$ cat src/rtl/csr_trap_seq.sv
// CSR/trap sequencer: turns CSRRW/RS/RC, ECALL and MRET requests into a series
// of single-port accesses to an external machine-mode CSR file.
module csr_trap_seq #(
  parameter int ADDR_WIDTH = 12,
  parameter int DATA_WIDTH = 32
) (
  input  logic                  clk,
  input  logic                  rst_n,
  input  logic                  req_valid,
  output logic                  req_ready,
  input  logic [2:0]            req_op,
  input  logic [ADDR_WIDTH-1:0] req_csr,
  input  logic [DATA_WIDTH-1:0] req_src,
  input  logic [DATA_WIDTH-1:0] req_pc,
  input  logic [DATA_WIDTH-1:0] req_cause,
  output logic                  rsp_valid,
  input  logic                  rsp_ready,
  output logic [DATA_WIDTH-1:0] rsp_rdata,
  output logic                  rsp_redirect,
  output logic [DATA_WIDTH-1:0] rsp_npc,
  output logic                  rsp_err,
  output logic [ADDR_WIDTH-1:0] csr_addr,
  output logic [DATA_WIDTH-1:0] csr_wdata,
  output logic                  csr_wen,
  input  logic [DATA_WIDTH-1:0] csr_rdata,
  output logic [3:0]            dbg_state
);

  // Handshakes: a transfer happens on a posedge where valid && ready are both 1;
  // once accepted, request fields are latched, and a response stays stable
  // until it is consumed.

  typedef enum logic [3:0] {
    S_IDLE    = 4'd0,
    S_RMW     = 4'd1,
    S_T_EPC   = 4'd2,
    S_T_CAUSE = 4'd3,
    S_T_STAT  = 4'd4,
    S_T_VEC   = 4'd5,
    S_R_STAT  = 4'd6,
    S_R_EPC   = 4'd7,
    S_RESP    = 4'd8
  } state_t;

  localparam logic [2:0] OP_RW   = 3'd0;
  localparam logic [2:0] OP_RS   = 3'd1;
  localparam logic [2:0] OP_RC   = 3'd2;
  localparam logic [2:0] OP_CALL = 3'd3;
  localparam logic [2:0] OP_MRET = 3'd4;

  localparam logic [ADDR_WIDTH-1:0] A_MSTATUS = ADDR_WIDTH'(12'h300);
  localparam logic [ADDR_WIDTH-1:0] A_MTVEC   = ADDR_WIDTH'(12'h305);
  localparam logic [ADDR_WIDTH-1:0] A_MEPC    = ADDR_WIDTH'(12'h341);
  localparam logic [ADDR_WIDTH-1:0] A_MCAUSE  = ADDR_WIDTH'(12'h342);

  state_t                state_q, state_d;
  logic [2:0]            op_q;
  logic [ADDR_WIDTH-1:0] csr_q;
  logic [DATA_WIDTH-1:0] src_q;
  logic [DATA_WIDTH-1:0] pc_q;
  logic [DATA_WIDTH-1:0] cause_q;
  logic                  rsp_valid_q;
  logic [DATA_WIDTH-1:0] rsp_rdata_q;
  logic                  rsp_redirect_q;
  logic [DATA_WIDTH-1:0] rsp_npc_q;
  logic                  rsp_err_q;
  logic [DATA_WIDTH-1:0] stat_trap_d;
  logic [DATA_WIDTH-1:0] stat_ret_d;

  // mstatus on trap entry: MPIE<=MIE, MIE<=0, MPP<=M; on return the reverse.
  always_comb begin
    stat_trap_d        = csr_rdata;
    stat_trap_d[7]     = csr_rdata[3];
    stat_trap_d[3]     = 1'b0;
    stat_trap_d[12:11] = 2'b11;
    stat_ret_d         = csr_rdata;
    stat_ret_d[3]      = csr_rdata[7];
    stat_ret_d[7]      = 1'b1;
    stat_ret_d[12:11]  = 2'b00;
  end

  always_comb begin
    state_d   = state_q;
    csr_addr  = '0;
    csr_wdata = '0;
    csr_wen   = 1'b0;
    case (state_q)
      S_IDLE: begin
        if (req_valid) begin
          case (req_op)
            OP_RW, OP_RS, OP_RC: state_d = S_RMW;
            OP_CALL:             state_d = S_T_EPC;
            OP_MRET:             state_d = S_R_STAT;
            default:             state_d = S_RESP;
          endcase
        end
      end
      S_RMW: begin
        csr_addr = csr_q;
        case (op_q)
          OP_RW:   csr_wdata = src_q;
          OP_RS:   csr_wdata = csr_rdata | src_q;
          default: csr_wdata = csr_rdata & ~src_q;
        endcase
        // Set/clear with a zero mask must not write (read-only CSRs stay legal).
        csr_wen = (op_q == OP_RW) || (src_q != '0);
        state_d = S_RESP;
      end
      S_T_EPC: begin
        csr_addr  = A_MEPC;
        csr_wdata = pc_q;
        csr_wen   = 1'b1;
        state_d   = S_T_CAUSE;
      end
      S_T_CAUSE: begin
        csr_addr  = A_MCAUSE;
        csr_wdata = cause_q;
        csr_wen   = 1'b1;
        state_d   = S_T_STAT;
      end
      S_T_STAT: begin
        csr_addr  = A_MSTATUS;
        csr_wdata = stat_trap_d;
        csr_wen   = 1'b1;
        state_d   = S_T_VEC;
      end
      S_T_VEC: begin
        csr_addr = A_MTVEC;
        state_d  = S_RESP;
      end
      S_R_STAT: begin
        csr_addr  = A_MSTATUS;
        csr_wdata = stat_ret_d;
        csr_wen   = 1'b1;
        state_d   = S_R_EPC;
      end
      S_R_EPC: begin
        csr_addr = A_MEPC;
        state_d  = S_RESP;
      end
      S_RESP: begin
        if (rsp_ready) state_d = S_IDLE;
      end
      default: state_d = S_IDLE;
    endcase
  end

  always_ff @(posedge clk or negedge rst_n) begin
    if (!rst_n) begin
      state_q        <= S_IDLE;
      op_q           <= '0;
      csr_q          <= '0;
      src_q          <= '0;
      pc_q           <= '0;
      cause_q        <= '0;
      rsp_valid_q    <= 1'b0;
      rsp_rdata_q    <= '0;
      rsp_redirect_q <= 1'b0;
      rsp_npc_q      <= '0;
      rsp_err_q      <= 1'b0;
    end else begin
      state_q     <= state_d;
      rsp_valid_q <= (state_d == S_RESP);
      case (state_q)
        S_IDLE: begin
          if (req_valid) begin
            op_q      <= req_op;
            csr_q     <= req_csr;
            src_q     <= req_src;
            pc_q      <= req_pc;
            cause_q   <= req_cause;
            rsp_err_q <= (req_op > OP_MRET);
          end
        end
        S_RMW: rsp_rdata_q <= csr_rdata;
        S_T_VEC: begin
          rsp_npc_q      <= csr_rdata & ~DATA_WIDTH'(3);
          rsp_redirect_q <= 1'b1;
        end
        S_R_EPC: begin
          rsp_npc_q      <= csr_rdata;
          rsp_redirect_q <= 1'b1;
        end
        S_RESP: begin
          if (rsp_ready) begin
            rsp_rdata_q    <= '0;
            rsp_npc_q      <= '0;
            rsp_redirect_q <= 1'b0;
            rsp_err_q      <= 1'b0;
          end
        end
        default: ;
      endcase
    end
  end

  // rst_n gates req_ready so it reads 0 for the whole reset window.
  assign req_ready    = rst_n && (state_q == S_IDLE);
  assign rsp_valid    = rsp_valid_q;
  assign rsp_rdata    = rsp_rdata_q;
  assign rsp_redirect = rsp_redirect_q;
  assign rsp_npc      = rsp_npc_q;
  assign rsp_err      = rsp_err_q;
  assign dbg_state    = state_q;

endmodule

$ cat config.mk
export PLATFORM = sky130hd
export DESIGN_NAME = csr_trap_seq
export DESIGN_NICKNAME = d
export VERILOG_FILES = /design/src/rtl/csr_trap_seq.sv
export SDC_FILE = /design/constraint.sdc
export NUM_CORES = 1
export LEC_CHECK = 0
export ABC_CLOCK_PERIOD_IN_PS = 4250
export BUFFER_PORTS_ARGS = -buffer_cell sky130_fd_sc_hd__buf_2
export CAP_MARGIN = 15
export CORE_MARGIN = 4
export CORE_UTILIZATION = 55
export CTS_BUF_LIST = sky130_fd_sc_hd__clkbuf_4 sky130_fd_sc_hd__clkbuf_8 sky130_fd_sc_hd__clkbuf_16
export CTS_CLUSTER_SIZE = 30
export DETAILED_ROUTE_END_ITERATION = 8
export GPL_TIMING_DRIVEN = 0
export PLACE_DENSITY_LB_ADDON = 0.3
export SLEW_MARGIN = 20
export SYNTH_ARGS = -nofsm -noshare
export SYNTH_HDL_FRONTEND = slang
export SYNTH_SLANG_ARGS = --single-unit
$ cat constraint.sdc
create_clock -name clk -period 4.25 [get_ports clk]
set_input_delay 0.2125 -clock clk [delete_from_list [all_inputs] [get_ports clk]]
set_output_delay 0.2125 -clock clk [all_outputs]
set_load 0.01 [all_outputs]
Yosys cells after proc, flatten, opt, wreduce, memory -nomap -nowiden:

Cells that the tools add are included.

* flip-flop bits (word level): 182
* input port bits: 147
* output and inout bits: 117

* equal/unequal tests: 16
* bitwise gates (word level): 3
* mux-type cells: 15
* reduce and logical (&&, ||, !) cells: 21
* order comparisons: 1

Operators with widths (number)
* $pmux W32 S5: 1
* $pmux W32 S2: 2
* $pmux W32 S3: 1
* $pmux W12 S5: 1
* $and A32 B32 Y32: 1
* $mux W32: 1
* $not A32 Y32: 1
* $or A32 B32 Y32: 1
* $reduce_bool A32 Y1: 1
* $pmux W4 S7: 1
* $eq A4 B3 Y1 const B: 4
* $pmux W4 S3: 1
* $eq A4 B2 Y1 const B: 2
* $eq A4 B4 Y1 const B: 2
* $mux W4: 2
* $reduce_and A2 Y1: 4
* $eq A3 B1 Y1 const B: 2
* $eq A3 B2 Y1 const B: 2
* $logic_not A3 Y1: 2
* $pmux W1 S2: 3
* $reduce_bool A2 Y1: 3
* $reduce_or A2 Y1: 3
* $reduce_or A3 Y1: 2
* $eq A4 B1 Y1 const B: 1
* other kinds (10): 12

Longest topological paths before layout:

Gate-level depths: netlist of the first run.

* depth in word-level cells: 6
* gate-level depth with buffers: 7
* mapped depth without buffers: 4

Worst setup path before layout of the first run:

OpenSTA, ideal clock, no wires.

* path kind: register -> output
* start point: register op_q[1]
* end point: output csr_wen
* stages on the path, launching flop included: 6
* setup slack: 2318 ps
* required time: 4038 ps
* arrival time: 1720 ps
* path through: dfrtp_1 > or3_1 > clkbuf_1 > nand4_1 > nor4_1 > a2111oi_0

* longest elaborated chain between the ends: 3

RTL lines
* start: declaration: line 57 `logic [2:0] op_q;`
* start signal: assignment: line 167 `op_q <= req_op;`
* $logic_not A3 Y1: line 106 `csr_wen = (op_q == OP_RW) || (src_q != '0);`
* $logic_or A1 B1 Y1: line 106
* $pmux W1 S2: line 87 `case (state_q)`
* end: declaration: line 24 `output logic csr_wen,`

No other way between the ends.

Worst setup path after layout of the first run:

* start point: register state_q[0], in the netlist dbg_state[0]
* end point: output csr_wdata[2]

* longest elaborated chain between the ends: 2
* elaborated cells on any way between the ends: 6
* classes of those cells: 5 x eq/ne; 1 x mux

RTL lines
* start: declaration: line 56 `state_t state_q, state_d;`
* start signal: assignment: line 162 `state_q <= state_d;`
* $eq A4 B3 Y1 (tied with other cells): line 87
* $pmux W32 S5 (*): line 87
* end: declaration: line 23 `output logic [DATA_WIDTH-1:0] csr_wdata,`

Mark *: on every way between the ends. The rest lies on a longest branch, timed or not.

==> metrics, run 1 <==
Port Buf Inserts 263; Core ar. 14600 um^2; maximum number of pins on one net before global-route repair 101; total CTS buffers 17; Synth Register Bits 182; mux cell area share after synthesis 0.152; initial antenna violation count 0; # IOs 264; commonest non-fill, non-tap cell in the layout buf_2; crit path kind flop to output pin; Data arrival, critical path 2.73 ns; Mean Syn Cell Area 10.9 um^2; xor/xnor share of the synthesized area 0; Max Root-Sink Buffers 2; worst-margin pin slew 0.870 ns; setup bufs post-CTS 0; Simple-Gate Fraction of Synth Area 0.131; power density over cell area 734 nW/um^2; Starting DRT DRC Count 961; DR DRC count 0; Lkg Pwr 4.99 nW; RD Place Congestion 0.851; sequential share of power 0.407; final worst path period need 2.94 ns; Max Cap Viol 0; clock skew 0.00783 ns; Setup TNS 0 ns; DR WL/cell 21.8 um; synthesized net count 905; Max Fclk 340 MHz; Vert. Die Dim 130 um; Die ar. 17000 um^2; commonest non-fill, non-tap cells in the layout buf_2 (282), dfrtp_1 (182), nand2_1 (150); RSZ-0062 raised after global routing no; worst skew pair latency 0.43 ns; DR vias 7419; Synth warnings 0; Placement Cell Area 9830 um^2; design area 10400 um^2; Initial Util 0.565; Internal Pwr Total 4.74 mW; final wirelength 27100 um; Max Transition Viols Final 0; vias in the first global route 7337; area grow syn2layout 26.1%; worst path required time 4.04 ns; Power, Total 7.63 mW; post-synth cell types 42; element type at the critical path start flop; HPWL Detailed 20000 um; Synth async-reset ratio 1.00; Core Rows 44; net switching power 2.89 mW; PostCTS Resize Cnt 0; VDD IR max 0.440 mV; DR pass1 iterations 7; GRT Total Usage 0.314; final worst path period share 0.693; setup ws final 1.31 ns; post-route ant nets 0; Sw Share 0.379; cell count after synthesis 758; H-tree levels 4; Post-synth EDFFs 0; Hold Crit Class input pin to flop; global-route wire length before repair 39800 um; root buf cell clkbuf_16; Final Util 0.713; final setup fails 0; grt total ovfl 0; Sink Count 182; adder and majority gate portion of the synthesized area 0; register area share after synthesis 0.552; CTS tree yes; status complete, no violations; NumNets Final 1190; crit end category output pin; width of the die 130 um; layout cells sized above 1 0.409; ys flop type dfrtp_1; Reg clk slew, reported paths 0.06 ns; via/cell ratio 5.98; logic gate share of total power 0.402; Max-slew headroom 0.417; Max FO, Critical Path 10; filler instances 1134; post-synthesis compound-gate area fraction 0.132; Fin. Hold Viols 0; clock power share 0.191; Netlist Area Pre-Place 8250 um^2; pre-CTS setup slack 1.79 ns; main combinational cell family by area after synthesis multiplexers
layer usage:
layer,routed length [um],track usage
met2,13000,0.508
met5,0,0
met4,632,0.109
met1,10500,0.413
met3,2970,0.0837
repair_timing:
action	in CTS	in global routing
endpoints found under the hold margin	82	1
endpoints found under the setup margin	0	0
hold buffers	1	1
power by group through the flow:
stage	registers [mW]	clock network, mW	logic, mW
finish	3.11	1.45	3.07
global route	3.18	1.53	3.35
CTS	3.08	1.46	3.07
detailed placement	3.10	0	3.04
global placement	3.06	0	2.95
floorplan	3.05	0	1.86
layout make-up:
class | instances | area, um^2 | area share
Clock buffer | 23 | 483 | 0.0465
Clock inverter | 8 | 52.6 | 0.00505
Timing Repair Buffer | 266 | 1370 | 0.132
Sequential cell | 182 | 4550 | 0.438
Antenna cell | 2 | 5.00 | 0.000481
Tap cell | 184 | 230 | 0.0221
Multi-Input combinational cell | 515 | 3430 | 0.330
Buffer | 58 | 258 | 0.0248
Inverter | 3 | 11.3 | 0.00108
state kept, by name, summed over array words and instances (netlist names):
signal,cells
cause_q,32
csr_q,12
dbg_state,4
op_q,3
pc_q,32
rsp_err,1
rsp_npc,32
rsp_rdata,32
rsp_redirect,1
rsp_valid,1
src_q,32
Yosys cell counts, drive strengths merged, types with 4 or more instances:
| cell | instances | area [um^2] |
|---|---|---|
| nor2 | 7 | 26.3 |
| clkbuf | 35 | 131 |
| nor3 | 13 | 81.3 |
| nand3 | 6 | 30.0 |
| o21ai | 103 | 515 |
| nor4 | 8 | 50.1 |
| buf | 23 | 126 |
| dfrtp | 182 | 4550 |
| a222oi | 28 | 280 |
| a21oi | 4 | 20.0 |
| mux2 | 111 | 1250 |
| nand2b | 4 | 25.0 |
| and2 | 8 | 50.1 |
| nor2b | 22 | 138 |
| nand2 | 150 | 563 |
| a21boi | 4 | 30.0 |
| a22oi | 20 | 150 |
path summary, 6_finish.rpt:
kind,start,to,slack (ns),cells after the start
min in group asynchronous,rst_n,rsp_rdata[28],0.36,2
max in group asynchronous,rst_n,pc_q[31],2.97,3
min,req_csr[4],csr_q[4],0.02,2
min reg2reg,csr_q[4],csr_q[4],0.50,1
max,dbg_state[0],csr_wdata[2],1.31,6
max reg2reg,dbg_state[1],rsp_rdata[1],2.05,6
kinds of logic after synthesis:
| family | after synthesis |
|---|---|
| AOI/OAI and AO/OA | 170 |
| buffers and inverters | 61 |
| DFF | 182 |
| muxes | 111 |
| and+or+nand+nor | 234 |
critical path, cell delays in order (launching register included):
cell and delay [ns]:
dfrtp_1 0.44, buf_2 0.21, nor4b_1 0.57, clkbuf_1 0.54, a222oi_1 0.21, o21ai_1 0.17, buf_2 0.17
per-stage QoR:
| stage | hold WS [ns] | std cells |
|---|---|---|
| after floorplan | -0.0831 | 758 |
| after global placement | 0.444 | 1205 |
| after detailed placement | 0.244 | 1206 |
| after CTS | 0.00260 | 1238 |
| after global routing | 0.000783 | 1239 |
| final | 0.0152 | 1241 |
Note: power is estimated with default switching activity, not from simulation.
==> inputs of run 2 (changes only) <==
--- a/config.mk
+++ b/config.mk
@@ -5,11 +5,12 @@
 export SDC_FILE = /design/constraint.sdc
 export NUM_CORES = 1
 export LEC_CHECK = 0
-export ABC_CLOCK_PERIOD_IN_PS = 4250
+export ABC_AREA = 1
+export ABC_CLOCK_PERIOD_IN_PS = 2600
 export BUFFER_PORTS_ARGS = -buffer_cell sky130_fd_sc_hd__buf_2
 export CAP_MARGIN = 15
 export CORE_MARGIN = 4
-export CORE_UTILIZATION = 55
+export CORE_UTILIZATION = 47
 export CTS_BUF_LIST = sky130_fd_sc_hd__clkbuf_4 sky130_fd_sc_hd__clkbuf_8 sky130_fd_sc_hd__clkbuf_16
 export CTS_CLUSTER_SIZE = 30
 export DETAILED_ROUTE_END_ITERATION = 8
==> constraint.sdc (replaced) <==
create_clock -name clk -period 2.6 [get_ports clk]
set_input_delay 0.13 -clock clk [delete_from_list [all_inputs] [get_ports clk]]
set_output_delay 0.13 -clock clk [all_outputs]
set_load 0.01 [all_outputs]
==> run 2 against run 1 <==
  * Worst setup slack worse by 1.1 ns
  * Sequential power is 55% higher
  * Critical endpoint is now csr_wdata[24]
  * Total power rose by 74%
  * Sequential share of layout area shrank 5.9 points
  * Global-route usage is 0.22 points lower
  * Wire length increased by 19%
  * Combinational power rose by 89%
  * Synthesized cell count increased by 41%
  * Largest power group is now combinational cells
  * Utilization down 4.6 points
  * Die area grew 21%
  * First-iteration DRC count is 5.3% lower
==> metrics, run 2 <==
status complete, no violations; synthesized net count 1216 (+34%); vias in the first global route 9138 (+25%); Core ar. 18000 um^2 (+24%); DR DRC count 0 (unchanged); CTS tree yes; Reg clk slew, reported paths 0.06 ns (about the same); # IOs 264 (unchanged); setup ws final 0.173 ns (-1.13 ns); Starting DRT DRC Count 910 (-5.3%); R2R depth 7 (+1); Data arrival, critical path 2.30 ns (-0.43 ns); cell with the most instances after synthesis nand2_1; Post-synth EDFFs 0 (unchanged); final worst path period need 2.43 ns; Max Fclk 412 MHz; RSZ-0062 raised after global routing no; layout cells sized above 1 0.249 (-0.160); commonest non-fill, non-tap cells in the layout buf_2 (301), nand2_1 (235), dfrtp_1 (182); grt total ovfl 0 (unchanged); CP top delay family buffers and inverters; slowest CP cell clkbuf_1; NumNets Final 1612 (+35%); HPWL Detailed 23400 um (+17%); cell count after synthesis 1069 (+41%); Reg2Reg Setup Slack 0.72 ns (-1.33 ns); post-synth cell types 24 (-43%); total CTS buffers 17 (unchanged); GRT Total Usage 0.312 (-0.00216); Inst Count DP 1562 (+30%); DR pass1 iterations 6 (-1); CP bufs+invs 2 (-1); Max FO, Critical Path 10 (unchanged); largest cells by area after synthesis dfrtp_1 (53%), nand2_1 (10%), nand3_1 (9.5%); biggest area consumer among synthesized cells dfrtp_1; crit path to csr_wdata[24]; register area share after synthesis 0.529 (-0.0237); Power, Total 13.2 mW (+74%); Hold Crit Class input pin to flop; root buf cell clkbuf_16; Initial Util 0.478 (-0.0873); power density over cell area 1100 nW/um^2 (+50%); Synth top cells by count nand2_1 (235), dfrtp_1 (182), nand3_1 (163); Crit. Startpoint dbg_state[3]; crit path kind flop to output pin; via/cell ratio 5.50 (-8.0%); Die ar. 20600 um^2 (+21%); Max-slew headroom 0.503 (+0.0867); element type at the critical path start flop; final worst path period share 0.933; VDD IR max 0.542 mV (+23%); Fin. Hold Viols 0 (unchanged); Synth async-reset ratio 1.00 (unchanged); H-tree levels 4 (unchanged); initial antenna violation count 0 (unchanged); Max Root-Sink Buffers 2 (unchanged); fin cells 1708 (+38%); worst path required time 2.47 ns (-1.57 ns); Lkg Pwr 6.52 nW (+31%); final wirelength 32300 um (+19%); Max Transition Viols Final 0 (unchanged); worst skew pair latency 0.43 ns (about the same); RD Place Congestion 0.939 (+10%); Synth warnings 0 (unchanged); maximum number of pins on one net before global-route repair 78 (-23%); final setup fails 0 (unchanged); Port Buf Inserts 262 (-0.38%); crit end category output pin; worst-margin pin slew 0.745 ns (-0.125 ns); Netlist Area Pre-Place 8620 um^2 (+4.5%); Crit path depth 7 (+1); Synth top area share 0.529 (-0.0237); Crit Reg-Reg Endpoint csr_q[10]; CP Cell Sequence nor2_4, nand2_1, clkbuf_1, a21oi_1, o21ai_0, nand3b_1, buf_2; crit-path max cell delay 0.59 ns (+0.02 ns); pre-CTS setup slack 0.488 ns (-1.30 ns); clock skew 0.00930 ns (+0.00148 ns); Vert. Die Dim 143 um (+9.9%); Max Cap Viol 0 (unchanged); Mean Syn Cell Area 8.06 um^2 (-26%); DR vias 9390 (+27%); commonest non-fill, non-tap cell in the layout buf_2; width of the die 143 um (+9.9%); DR WL/cell 18.9 um (-13%); Core Rows 49 (+11%); Synth Register Bits 182 (unchanged); Sink Count 182 (unchanged); global-route wire length before repair 49100 um (+23%); post-route ant nets 0 (unchanged); critical register-to-register path startpoint dbg_state[3]; ys flop type dfrtp_1; area grow syn2layout 39.4%; Hold Crit Depth 3 (+1)
## run 2: cell count changes after synthesis, sizes merged, moves of 28 or more
cell | previous run | this run
nand2 | 150 | 237
a21oi | 4 | 67
a222oi | 28 | 0
mux2 | 111 | 0
nand3 | 6 | 163
nor2 | 7 | 108
inv | 3 | 85
## run 2: how the worst min path moves through the flow
| stage | endpoint | slack [ns] | start |
|---|---|---|---|
| after floorplan | cause_q[0] | -0.17 | rst_n |
| final | op_q[2] | 0.01 | req_op[2] |
| after global placement | pc_q[4] | 0.37 | req_pc[4] |
| after global routing | pc_q[20] | 0.02 | req_pc[20] |
| after CTS | op_q[2] | 0.002 | req_op[2] |
| after detailed placement | rsp_rdata[25] | 0.04 | rst_n |
## run 2: metrics by stage
| step | util | cell area (um^2) | setup TNS (ns) | hold WS, ns |
|---|---|---|---|---|
| CTS | 0.665 | 12000 | 0 | 0.00155 |
| global route | 0.666 | 12000 | 0 | 0.0163 |
| global placement | 0.567 | 10200 | -276.86 | 0.366 |
| detailed placement | 0.570 | 10300 | 0 | 0.0439 |
| finish | 0.666 | 12000 | 0 | 0.0137 |
| floorplan | - | 8620 | 0 | -0.166 |
## run 2: cell type report
class                   instances  area (um^2)
diodes                          1         2.50
plain buffers                  72          383
clock buffers                  20          460
clock inverters                12          143
fillers                      1493         6010
inverters                      85          319
multi-input cells             730         3360
flip-flops and latches        182         4550
well taps                     229          287
repair buffers                377         2500
## run 2: metal layers
metal / routed length [um] / global-route usage
met5: 0 / 0
met1: 12700 / 0.423
met4: 1450 / 0.129
met2: 14700 / 0.495
met3: 3520 / 0.0599
## run 2: what timing repair did
item,CTS,global route
resized for setup,0,4
hold buffers,111,0
endpoints found under the hold margin,221,0
setup endpoints to repair,0,15
setup buffers,0,2
## run 2: cell families (layout without fill, tap and decap cells)
group                  after synthesis  count (layout)  synth area share
AO/OA/AOI/OAI                      198             198             0.123
buffers and inverters              157             566            0.0812
flip-flops                         182             182             0.529
other                                0               1                 0
AND/OR/NAND/NOR                    532             532             0.267
## run 2: power breakdown
| part | switching [mW] | internal, mW |
|---|---|---|
| combinational | 3.70 | 2.09 |
| sequential | 0.779 | 4.04 |
| clock | 1.14 | 1.50 |
## run 2: worst register-to-register path, delay by kind of cell, from the launching register on
| kind | cells | cell delay (ns) |
|---|---|---|
| buffers and inverters | 3 | 0.69 |
| AOI/OAI and AO/OA | 1 | 0.17 |
| DFF | 1 | 0.53 |
| and+or+nand+nor | 3 | 0.35 |
